$ cat config.mk
export PLATFORM = sky130hd
export DESIGN_NAME = chacha_qr_host
export DESIGN_NICKNAME = d
export VERILOG_FILES = /design/src/rtl/chacha_qr_host.sv
export SDC_FILE = /design/constraint.sdc
export NUM_CORES = 1
export LEC_CHECK = 0
export CORE_MARGIN = 4
export CORE_UTILIZATION = 40
export CTS_CLUSTER_DIAMETER = 200
export DETAILED_ROUTE_END_ITERATION = 12
export PLACE_DENSITY = 0.66
export SYNTH_ARGS = -nofsm -noshare
export SYNTH_HDL_FRONTEND = slang
export SYNTH_SLANG_ARGS = --single-unit
$ cat constraint.sdc
create_clock -name clk -period 3.2 [get_ports clk]
set_clock_uncertainty 0.1 [all_clocks]
set_input_delay 0.32 -clock clk [delete_from_list [all_inputs] [get_ports clk]]
set_output_delay 0.32 -clock clk [all_outputs]
set_load 0.1 [all_outputs]
$ cat src/rtl/chacha_qr_host.sv
`default_nettype none
// ============================================================================
// Module   : chacha_qr_host
// Purpose  : Host-side sequencer for the ChaCha quarter-round core's byte-wide
//            register bus. Accepts a four-word state from a client, writes the
//            16 bytes into the core, pulses qr_en, waits QR_CYCLES cycles,
//            reads 16 bytes back and offers the four result words to the client.
// Ports    : clk, rst_n          clock, asynchronous active-low reset
//            in_valid/in_ready   input-state handshake (ready only in IDLE)
//            in_a..in_d          input words
//            out_valid/out_ready result handshake (valid only in DONE)
//            out_a..out_d        registered result words
//            bus_data            write byte to core (ui_in)
//            bus_ctrl            {wr_en, qr_en, 2'b00, addr[3:0]} (uio_in)
//            bus_rdata           read byte from core (uo_out), comb. on addr
//            busy                high in every state except IDLE
// Revision : 1.0 - initial release
// ============================================================================
module chacha_qr_host #(
  parameter int QR_CYCLES = 1
) (
  input  logic        clk,
  input  logic        rst_n,
  input  logic        in_valid,
  output logic        in_ready,
  input  logic [31:0] in_a,
  input  logic [31:0] in_b,
  input  logic [31:0] in_c,
  input  logic [31:0] in_d,
  output logic        out_valid,
  input  logic        out_ready,
  output logic [31:0] out_a,
  output logic [31:0] out_b,
  output logic [31:0] out_c,
  output logic [31:0] out_d,
  output logic [7:0]  bus_data,
  output logic [7:0]  bus_ctrl,
  input  logic [7:0]  bus_rdata,
  output logic        busy
);

  typedef enum logic [2:0] {
    S_IDLE  = 3'd0,
    S_WRITE = 3'd1,
    S_KICK  = 3'd2,
    S_WAIT  = 3'd3,
    S_READ  = 3'd4,
    S_DONE  = 3'd5
  } state_e;

  localparam logic [7:0] WAIT_LAST = 8'(QR_CYCLES - 1);

  state_e       state_q, state_d;
  logic [7:0]   cnt_q, cnt_d;
  // Byte k of both vectors lives at bits [8k+7:8k]: word k[3:2], lane k[1:0].
  logic [127:0] shadow_q, shadow_d;
  logic [127:0] result_q, result_d;
  logic [7:0]   bus_data_q, bus_data_d;
  logic [7:0]   bus_ctrl_q, bus_ctrl_d;
  logic         in_ready_q, in_ready_d;
  logic         out_valid_q, out_valid_d;
  logic         busy_q, busy_d;

  // Next-state logic. All bus/handshake outputs are derived from the *next*
  // state and counter so that the registered outputs line up with the state
  // they belong to (WRITE byte 0 is on the bus in the first WRITE cycle).
  always_comb begin
    state_d  = state_q;
    cnt_d    = cnt_q;
    shadow_d = shadow_q;
    result_d = result_q;

    case (state_q)
      S_IDLE: begin
        if (in_valid) begin
          shadow_d = {in_d, in_c, in_b, in_a};
          cnt_d    = 8'd0;
          state_d  = S_WRITE;
        end
      end
      S_WRITE: begin
        if (cnt_q == 8'd15) begin
          cnt_d   = 8'd0;
          state_d = S_KICK;
        end else begin
          cnt_d = cnt_q + 8'd1;
        end
      end
      S_KICK: begin
        cnt_d   = 8'd0;
        state_d = S_WAIT;
      end
      S_WAIT: begin
        if (cnt_q == WAIT_LAST) begin
          cnt_d   = 8'd0;
          state_d = S_READ;
        end else begin
          cnt_d = cnt_q + 8'd1;
        end
      end
      S_READ: begin
        // bus_rdata reflects the address presented during this cycle.
        result_d[{cnt_q[3:0], 3'b000} +: 8] = bus_rdata;
        if (cnt_q == 8'd15) begin
          cnt_d   = 8'd0;
          state_d = S_DONE;
        end else begin
          cnt_d = cnt_q + 8'd1;
        end
      end
      S_DONE: begin
        if (out_ready) begin
          state_d = S_IDLE;
        end
      end
      default: begin
        state_d = S_IDLE;
        cnt_d   = 8'd0;
      end
    endcase

    bus_data_d = 8'd0;
    bus_ctrl_d = 8'd0;
    case (state_d)
      S_WRITE: begin
        bus_data_d = shadow_d[{cnt_d[3:0], 3'b000} +: 8];
        bus_ctrl_d = {1'b1, 1'b0, 2'b00, cnt_d[3:0]};
      end
      S_KICK:  bus_ctrl_d = 8'h40;
      S_READ:  bus_ctrl_d = {1'b0, 1'b0, 2'b00, cnt_d[3:0]};
      default: begin
        bus_data_d = 8'd0;
        bus_ctrl_d = 8'd0;
      end
    endcase

    in_ready_d  = (state_d == S_IDLE);
    out_valid_d = (state_d == S_DONE);
    busy_d      = (state_d != S_IDLE);
  end

  always_ff @(posedge clk or negedge rst_n) begin
    if (!rst_n) begin
      state_q     <= S_IDLE;
      cnt_q       <= 8'd0;
      shadow_q    <= 128'd0;
      result_q    <= 128'd0;
      bus_data_q  <= 8'd0;
      bus_ctrl_q  <= 8'd0;
      in_ready_q  <= 1'b1;
      out_valid_q <= 1'b0;
      busy_q      <= 1'b0;
    end else begin
      state_q     <= state_d;
      cnt_q       <= cnt_d;
      shadow_q    <= shadow_d;
      result_q    <= result_d;
      bus_data_q  <= bus_data_d;
      bus_ctrl_q  <= bus_ctrl_d;
      in_ready_q  <= in_ready_d;
      out_valid_q <= out_valid_d;
      busy_q      <= busy_d;
    end
  end

  assign in_ready  = in_ready_q;
  assign out_valid = out_valid_q;
  assign busy      = busy_q;
  assign bus_data  = bus_data_q;
  assign bus_ctrl  = bus_ctrl_q;
  // Result bytes only change during READ, so out_* are stable throughout DONE.
  assign out_a     = result_q[31:0];
  assign out_b     = result_q[63:32];
  assign out_c     = result_q[95:64];
  assign out_d     = result_q[127:96];

endmodule
`default_nettype wire

After elaboration in Yosys (flattened, before gate mapping):

Cells that the tools add are included.

* word-level logic and storage cells: 48
* input bits: 140
* flip-flop bits (word level): 286
* output and inout port bits: 147

* multiplexer cells: 15
* add/subtract/negate cells: 2
* reduce and logical (&&, ||, !) cells: 6
* shift operators: 3
* eq/ne operators: 11
* bitwise operators: 1

Operator list (number)
* $mux W128: 2
* $bwmux W128: 1
* $shift A8 B9 Y128 const A: 1
* $shiftx A128 B8 Y8: 1
* $shiftx A8 B9 Y128: 1
* $mux W8: 4
* $pmux W8 S4: 1
* $pmux W8 S3: 1
* $pmux W3 S6: 1
* $mux W3: 5
* $eq A3 B3 Y1 const B: 4
* $eq A3 B2 Y1 const B: 3
* $neg A7 Y9: 1
* $add A8 B1 Y8 const B: 1
* $eq A8 B4 Y1 const B: 1
* $logic_not A8 Y1: 1
* $eq A3 B1 Y1 const B: 2
* $logic_not A3 Y1: 2
* $reduce_bool A3 Y1: 1
* $ne A2 B2 Y1 const B: 1
* $reduce_and A2 Y1: 1
* $reduce_or A2 Y1: 1
* $not A1 Y1: 1

Depth between registers and ports, before layout:

* depth after elaboration: 5
* depth in mapped cells: 11
* gate-level depth less buffers: 9

Worst setup path after synthesis:

OpenSTA, ideal clock, no wires.

* path type: register to register
* start point: register cnt_q[1]
* end point: register result_q[80]
* cell stages (with the launch flop): 9
* required time: 2.974 ns
* period minus slack after synthesis: 2.524 ns
* data arrival time: 2.299 ns
* setup slack: 0.676 ns
* path buffers: 1
* setup time: 0.126 ns
* path through: dfrtp_1 -> clkbuf_1 -> inv_1 -> ha_1 -> nor3b_1 -> and2b_1 -> and3_1 -> nand3_1 -> mux2_2

* word-level cells in the longest chain between the ends: 3

Ends and longest elaborated chain
* start: declaration: RTL line 54 `logic [7:0] cnt_q, cnt_d;`
* start signal: assignment: RTL line 155 `cnt_q <= cnt_d;`
* $neg A7 Y9 (*): RTL line 103 `result_d[{cnt_q[3:0], 3'b000} +: 8] = bus_rdata;`
* $shiftx A8 B9 Y128 or $shift A8 B9 Y128 (tied branches): RTL line 103
* $bwmux W128 (*): RTL line 103
* end signal: assignment: RTL line 157 `result_q <= result_d;`
* end: declaration: RTL line 57 `logic [127:0] result_q, result_d;`

Every way passes the cells marked *; elsewhere a longest branch is shown, timed or not.
A chain may end at the register's enable or synchronous reset.

Worst setup path in the final report:

* start point: register cnt_q[0]
* end point: register bus_data_q[3], in the netlist bus_data[3]

* word-level cells in the longest chain between the ends: 5

Ends and longest elaborated chain
* $add A8 B1 Y8, or another cell as far along: RTL line 86, 98, 108
* $mux W8, or another cell as far along: RTL line 82, 104
* $pmux W8 S4 or $pmux W3 S6 (tied branches): RTL line 73 `case (state_q)`
* $shiftx A128 B8 Y8 or $eq A3 B1 Y1 (tied branches): RTL line 126, 124
* $mux W8 (*): RTL line 124 `case (state_d)`
* named net bus_data_d[3]: RTL line 58 `logic [7:0] bus_data_q, bus_data_d;`
* end signal: assignment: RTL line 158 `bus_data_q <= bus_data_d;`
* end: declaration: RTL line 58

The timed path passes the listed nets; every way through them passes the cells marked *. The select of a mux whose other input is x is not followed.

==> results.md <==
- Synthesized area: 12500 µm²
- Area contributors post-synth: dfrtp_1 (57%), mux2_2 (17%), mux2i_1 (5.1%)
- Slowest cell on crit path: a221oi_1
- Final setup violation count: 0
- Clock tree sinks: 284
- Top-Level Pins: between 200 and 300
- All-Layer GR Usage: 20.5%
- P per Cell Area: around 1100 nW/µm²
- Fmax: 343 MHz
- H-tree lvl count: 1
- Drt first pass iters: 5
- Final Worst Setup Slack: 0.285 ns
- Unrepaired setup endpoints after global routing: no
- CP dominant cell by count: buf_4
- Peak supply drop: 0.000680 V
- IO Port Bufs: 284
- Fillcell total: between 2000 and 3000
- Critical Path Sink Type: flop
- Worst skew pair latency: 0.56 ns
- Die height: 185 µm
- Detailed Route WL: 36.0 mm
- Root buffer cell: clkbuf_16
- Post-synth top area share: approximately 57%
- Arrival time worst endpoint: 3.30 ns
- Crit path to: bus_data[3]$_DFF_PN0_
- Met3 WL: 1.94 mm
- Status: finished, final reports clean
- Critical path cell sequence: buf_4 > ha_1 > and4b_1 > o21ai_2 > nand3_4 > buf_4 > a221oi_1 > o21ai_0 > nand4_1
- Register area share after synthesis: 56.9%
- Clock transition at path regs: 0.06 ns
- Post-synth EDFFs: 0
- Delay of the slowest cell on the worst path: about 0.48 ns
- Global route overflow: 0
- Max Cap Viol: 0
- Req. time, crit path: 3.59 ns
- Metal1 wirelength: 15.7 mm
- Die ar.: ~34000 µm²
- First-pass GRT wire length: 54.6 mm
- Yosys warns: 0
- DR iter-0 viols: between 500 and 600
- Layout cell share with drive strength beyond 1: around 26%
- Largest net degree at the start of global routing: just under 100
- Via Count: 8969
- CP startpoint: cnt_q[0]$_DFF_PN0_
- Final net count: roughly 1400
- Levels on crit path: 9
- Die span in x: 185 µm
- Setup bufs post-CTS: 0
- Vias in the first global route: 9020
- Fin util: 54.7%
- Worst reg2reg startpoint: cnt_q[0]$_DFF_PN0_
- Buf/Inv on CP: 2
- Worst Path Max Fanout: 30
- GPL Wtd Cong: approximately 0.85
- Detailed-route vias per instance: roughly 5.3
- Yosys cell types: 56
- Initial core utilization: 40.8%
- Yosys reg bits: approximately 280
- DP Wirelength: 26.1 mm
- Clock buffer count from CTS: 31
- DR WL/cell: 21.4 µm
- Post-synth top area cell: dfrtp_1
- Top Metal Used: met5
- Internal reg-to-reg setup slack: 0.28 ns
- Critical path class: flop to flop
- Setup_tns: 0 ns
- FF-to-FF path depth: 9
- Place WS: 0.130 ns
- Multi-input logic area: 4820 µm²
- Fin. Hold Viols: 0
- Storage element area: 7110 µm²
- Cells after Synth: 972
- Most common cell after layout, fill and taps aside: dfrtp_1
- Max clock buf depth: 3
- Leakage power: 0.00744 µW
- Drc violations: 0
- Final min period: roughly 2.9 ns
- Startpoint Class: flop
- Crit-path leading delay family: compound AO/OA/AOI/OAI gates
- DR WL met2: 17.5 mm
- Synth-to-layout area growth: 34.2%
- Core ar.: 30700 µm²
- Post-synth ARST share: 100%
- Slew headroom: 30.9%
- CTS tree: done
- FP Rows: 64
- Routed Antenna Nets: 0
- Post-route clock period utilization: between 90% and 100%
- Most frequent cells in the layout: dfrtp_1 (281), clkdlybuf4s50_1 (246), mux2_2 (185)
- RR Endpoint: bus_data[3]$_DFF_PN0_
- Final Slew Violations: 0
- Avg Synthesized Cell Area: roughly 13 µm²
- Top FF cell, synth: dfrtp_1
- Class of the worst hold path: input port to async pin
- Slew @ Worst Pin: 1.03 ns
- Initial antenna violation count: 2
area by class of cell:
cell class / instances / area share (%)
clock inverter: 14 / 0.850
multi-input combinational: 566 / 28.7
timing repair buffer: 306 / 17.9
clock buffer: 44 / 5.51
tap: 396 / 2.95
antenna: 1 / 0.0149
sequential: 284 / 42.4
inverter: 71 / 1.59
per-stage QoR:
stage / hold WS (ns) / power (µW) / cell area (µm²) / cells
after floorplan: -0.0756 / 11900 / 12500 / 973
after global placement: 0.310 / 14300 / 15700 / 1622
after detailed placement: 0.307 / 14400 / 15700 / 1622
after CTS: 0.267 / 18100 / 16800 / 1681
after global routing: 0.278 / 18900 / 16800 / 1682
final: 0.289 / 18000 / 16800 / 1682
synth_stat cells (all sizes together) (7+ instances only):
cell type	n
and3	15
nand4	9
a221oi	65
and2	9
mux2	193
nand2	13
a21oi	8
o21ai	39
buf	40
clkbuf	12
nor2	90
inv	71
mux2i	64
nand3	7
dfrtp	283
state kept, by name, indices dropped and copies added, names as in the netlist:
register,flops
in_ready,1
state_q,3
cnt_q,8
bus_data,8
bus_ctrl,6
result_q,128
out_valid,1
busy,1
shadow_q,128
kinds of logic (layout without fill, tap and decap cells):
| family | after synthesis | after routing | share of synthesized area, % |
|---|---|---|---|
| and+or+nand+nor | 169 | 169 | 7.11 |
| muxes | 257 | 257 | 22.5 |
| xor gates and xnor gates | 6 | 6 | 0.420 |
| buffers and inverters | 123 | 435 | 4.83 |
| adders and majority gates | 4 | 4 | 0.400 |
| DFF | 284 | 284 | 56.9 |
| AOI/OAI and AO/OA | 128 | 128 | 7.83 |
| other | 1 | 3 | 0.0300 |
power by group:
group | total [µW] | switching (µW) | internal (µW)
sequential | 5350 | 519 | 4830
combinational | 9010 | 6170 | 2840
clock | 3650 | 1470 | 2170
worst min path at each step:
stage	to	cells past startpoint
after floorplan	bus_ctrl[0]$_DFF_PN0_	0
after global placement	result_q[120]$_DFFE_PN0P_	1
after detailed placement	result_q[88]$_DFFE_PN0P_	1
after CTS	shadow_q[88]$_DFF_PN0_	3
after global routing	shadow_q[12]$_DFF_PN0_	2
final	result_q[56]$_DFFE_PN0P_	2
timing repair:
action,in CTS,in global routing
gates resized for setup,0,3
hold endpoints to repair,93,0
setup endpoints to repair,0,2
hold buffers,1,0
layer usage:
layer | vias to the layer above | GRT usage [%]
li1 | 4040 | -
met1 | 4577 | 29.0
met2 | 294 | 33.2
met3 | 56 | 3.16
met4 | 2 | 5.26
met5 | - | 0
Note: power is estimated with default switching activity, not from simulation.
==> variant: new RTL, same settings <==
Reset style: synchronous (`rst_n`), changed in one clocked block. Comments in the files are not updated.
--- a/src/rtl/chacha_qr_host.sv
+++ b/src/rtl/chacha_qr_host.sv
@@ -141,3 +141,3 @@
 
-  always_ff @(posedge clk or negedge rst_n) begin
+  always_ff @(posedge clk) begin
     if (!rst_n) begin
Behaviour: differs if rst_n is asserted again (counterexample within 4 cycles, from zero or initial values and one cycle with rst_n low); with rst_n held inactive, the same outputs for 4 cycles.
==> variant against the original RTL <==
Routed wire length is 5.6% higher. Sequential cell count stayed put. Worst setup slack worse by 130 ps. Non-clock buffer count is 18 higher. Synthesized area is 1.4% lower. Count of clock-buffer cells in the layout is 7 lower. Cell area is 0.50% lower.
Power is not compared: it rests on default switching activity, and its combinational part moved more than twofold at a synthesized area within 25%.
==> variant: results (changes against the original RTL) <==
DP Cell Count 2,016 (+24%); Ys Warns 0 (unchanged); share of post-route cells with drive strength above 1 10.7% (-15 points); Post-synth ARST share 0% (-100 points); multi-input gate share of total cell area 37.2% (+8.4 points); Main synth FF type dfxtp_1; hpwl dp 27.3 mm (+4.3%); worst path arrival time 3350 ps (+50 ps); P_leak 5.97 nW; Rel. slew slack 32.3% (+1.5 points); register area 5690 um2 (-20%); CTS Buf Count 31 (unchanged); critical path's largest stage delay 410 ps (-70 ps); comb_multi_in 1,011 (+79%); number of library cell types mapped by synthesis 56 (unchanged); RePlAce Congestion 0.891 (+4.4%); worst min path class input pin to flop; htree depth 1 (unchanged); Filler cells 2,759 (+4.4%); Slowest-stage cell, CP nor4_1; vias per inst 5.17 (-3.1%); initial antenna violation count 0 (-2); outcome finished, final reports clean; cell family with most CP delay simple AND/OR/NAND/NOR gates; Layout Nets 1,804 (+28%); Clk Tree Root Cell clkbuf_16; die width 184 um (-0.68%); fraction of area in registers 34.1% (-8.3 points); synth top area cells dfxtp_1, mux2i_1, nand2_1, a21boi_0, nor2b_1; clock-cell share of area 7.32% (+0.96 points); bufs w/o clock 324 (+5.9%); Routed wire per std cell 18.4 um (-14%); GRT Util Overall 21.3% (+0.88 points); first-pass GRT wire length 58.3 mm (+6.8%); Inverters 8 (-89%); CP Max Fanout 8 (-73%); pin count of the biggest net entering global routing 155 (+57%); Mapped Avg Cell Area 8.76 um2 (-32%); GRT Residual Overflow 0 (unchanged); Layout non-clock buf frac 18.4% (+0.41 points); clkbuf count 37 (-16%); register area share after synthesis 46.1% (-11 points); final hold viol count 0 (unchanged); initial DRC count 847 (+53%); number of global-route vias before repair 10,400 (+15%); port buffer count 284 (unchanged); leading cell types by count after synthesis nand2_1, dfxtp_1, nor2b_1; pre-CTS setup slack 33.2 ps (-97.1 ps); Max VDD drop 386 uV; Diodes inserted 0 (-1); Finished Layout Cells 2,071 (+23%); CTS max path bufs 3 (unchanged); Post-DP Area 15,400 um2 (-1.7%)
==> variant: cell types whose count changed after synthesis, sizes merged, moves of 129 or more <==
cell,unedited run,this run
nand2,13,320
mux2,193,0
dfxtp,0,284
nor2b,3,136
dfrtp,283,0
a21boi,1,130
==> variant: routing by layer <==
| layer | part of all wire (%) | global-route usage (%) | routed length [um] | up-vias |
|---|---|---|---|---|
| met1 | 46 | 30.3 | 17500 | 5029 |
| met4 | 3.4 | 6.67 | 1290 | 0 |
| met2 | 45 | 33.9 | 17200 | 341 |
| met3 | 5.4 | 2.75 | 2050 | 71 |
| li1 | - | - | - | 5262 |
| met5 | 0 | 0 | 0 | - |
==> variant: power groups by stage <==
stage                     combinational (mW)  sequential [mW]  clock [mW]
final                                   1.01             3.74        4.26
after global routing                    1.10             3.74        4.48
after CTS                               1.00             3.73        4.33
after detailed placement               0.999             3.81           0
after global placement                 0.986             3.81           0
after floorplan                        0.536             3.86           0
==> variant: worst paths after layout <==
check / endpoint / from / slack (ps) / depth (start not counted)
min: shadow_q[7] / rst_n / 70 / 2
max reg2reg: bus_data[2] / cnt_q[1] / 150 / 11
min reg2reg: shadow_q[0] / shadow_q[0] / 360 / 2
max: bus_data[2] / cnt_q[1] / 150 / 11
==> variant: cell families after synthesis <==
kind of cell	share of synthesized area (%)
AOI/OAI and AO/OA	15.8
xor gates and xnor gates	0.142
adders and majority gates	0.406
buffers and inverters	4.07
DFF	46.1
muxes	10.5
other	0.0304
and+or+nand+nor	23.0
==> variant: repair_timing <==
action / CTS / global route
gates resized for setup: 0 / 7
endpoints found under the setup margin: 0 / 6
setup buffers: 0 / 0
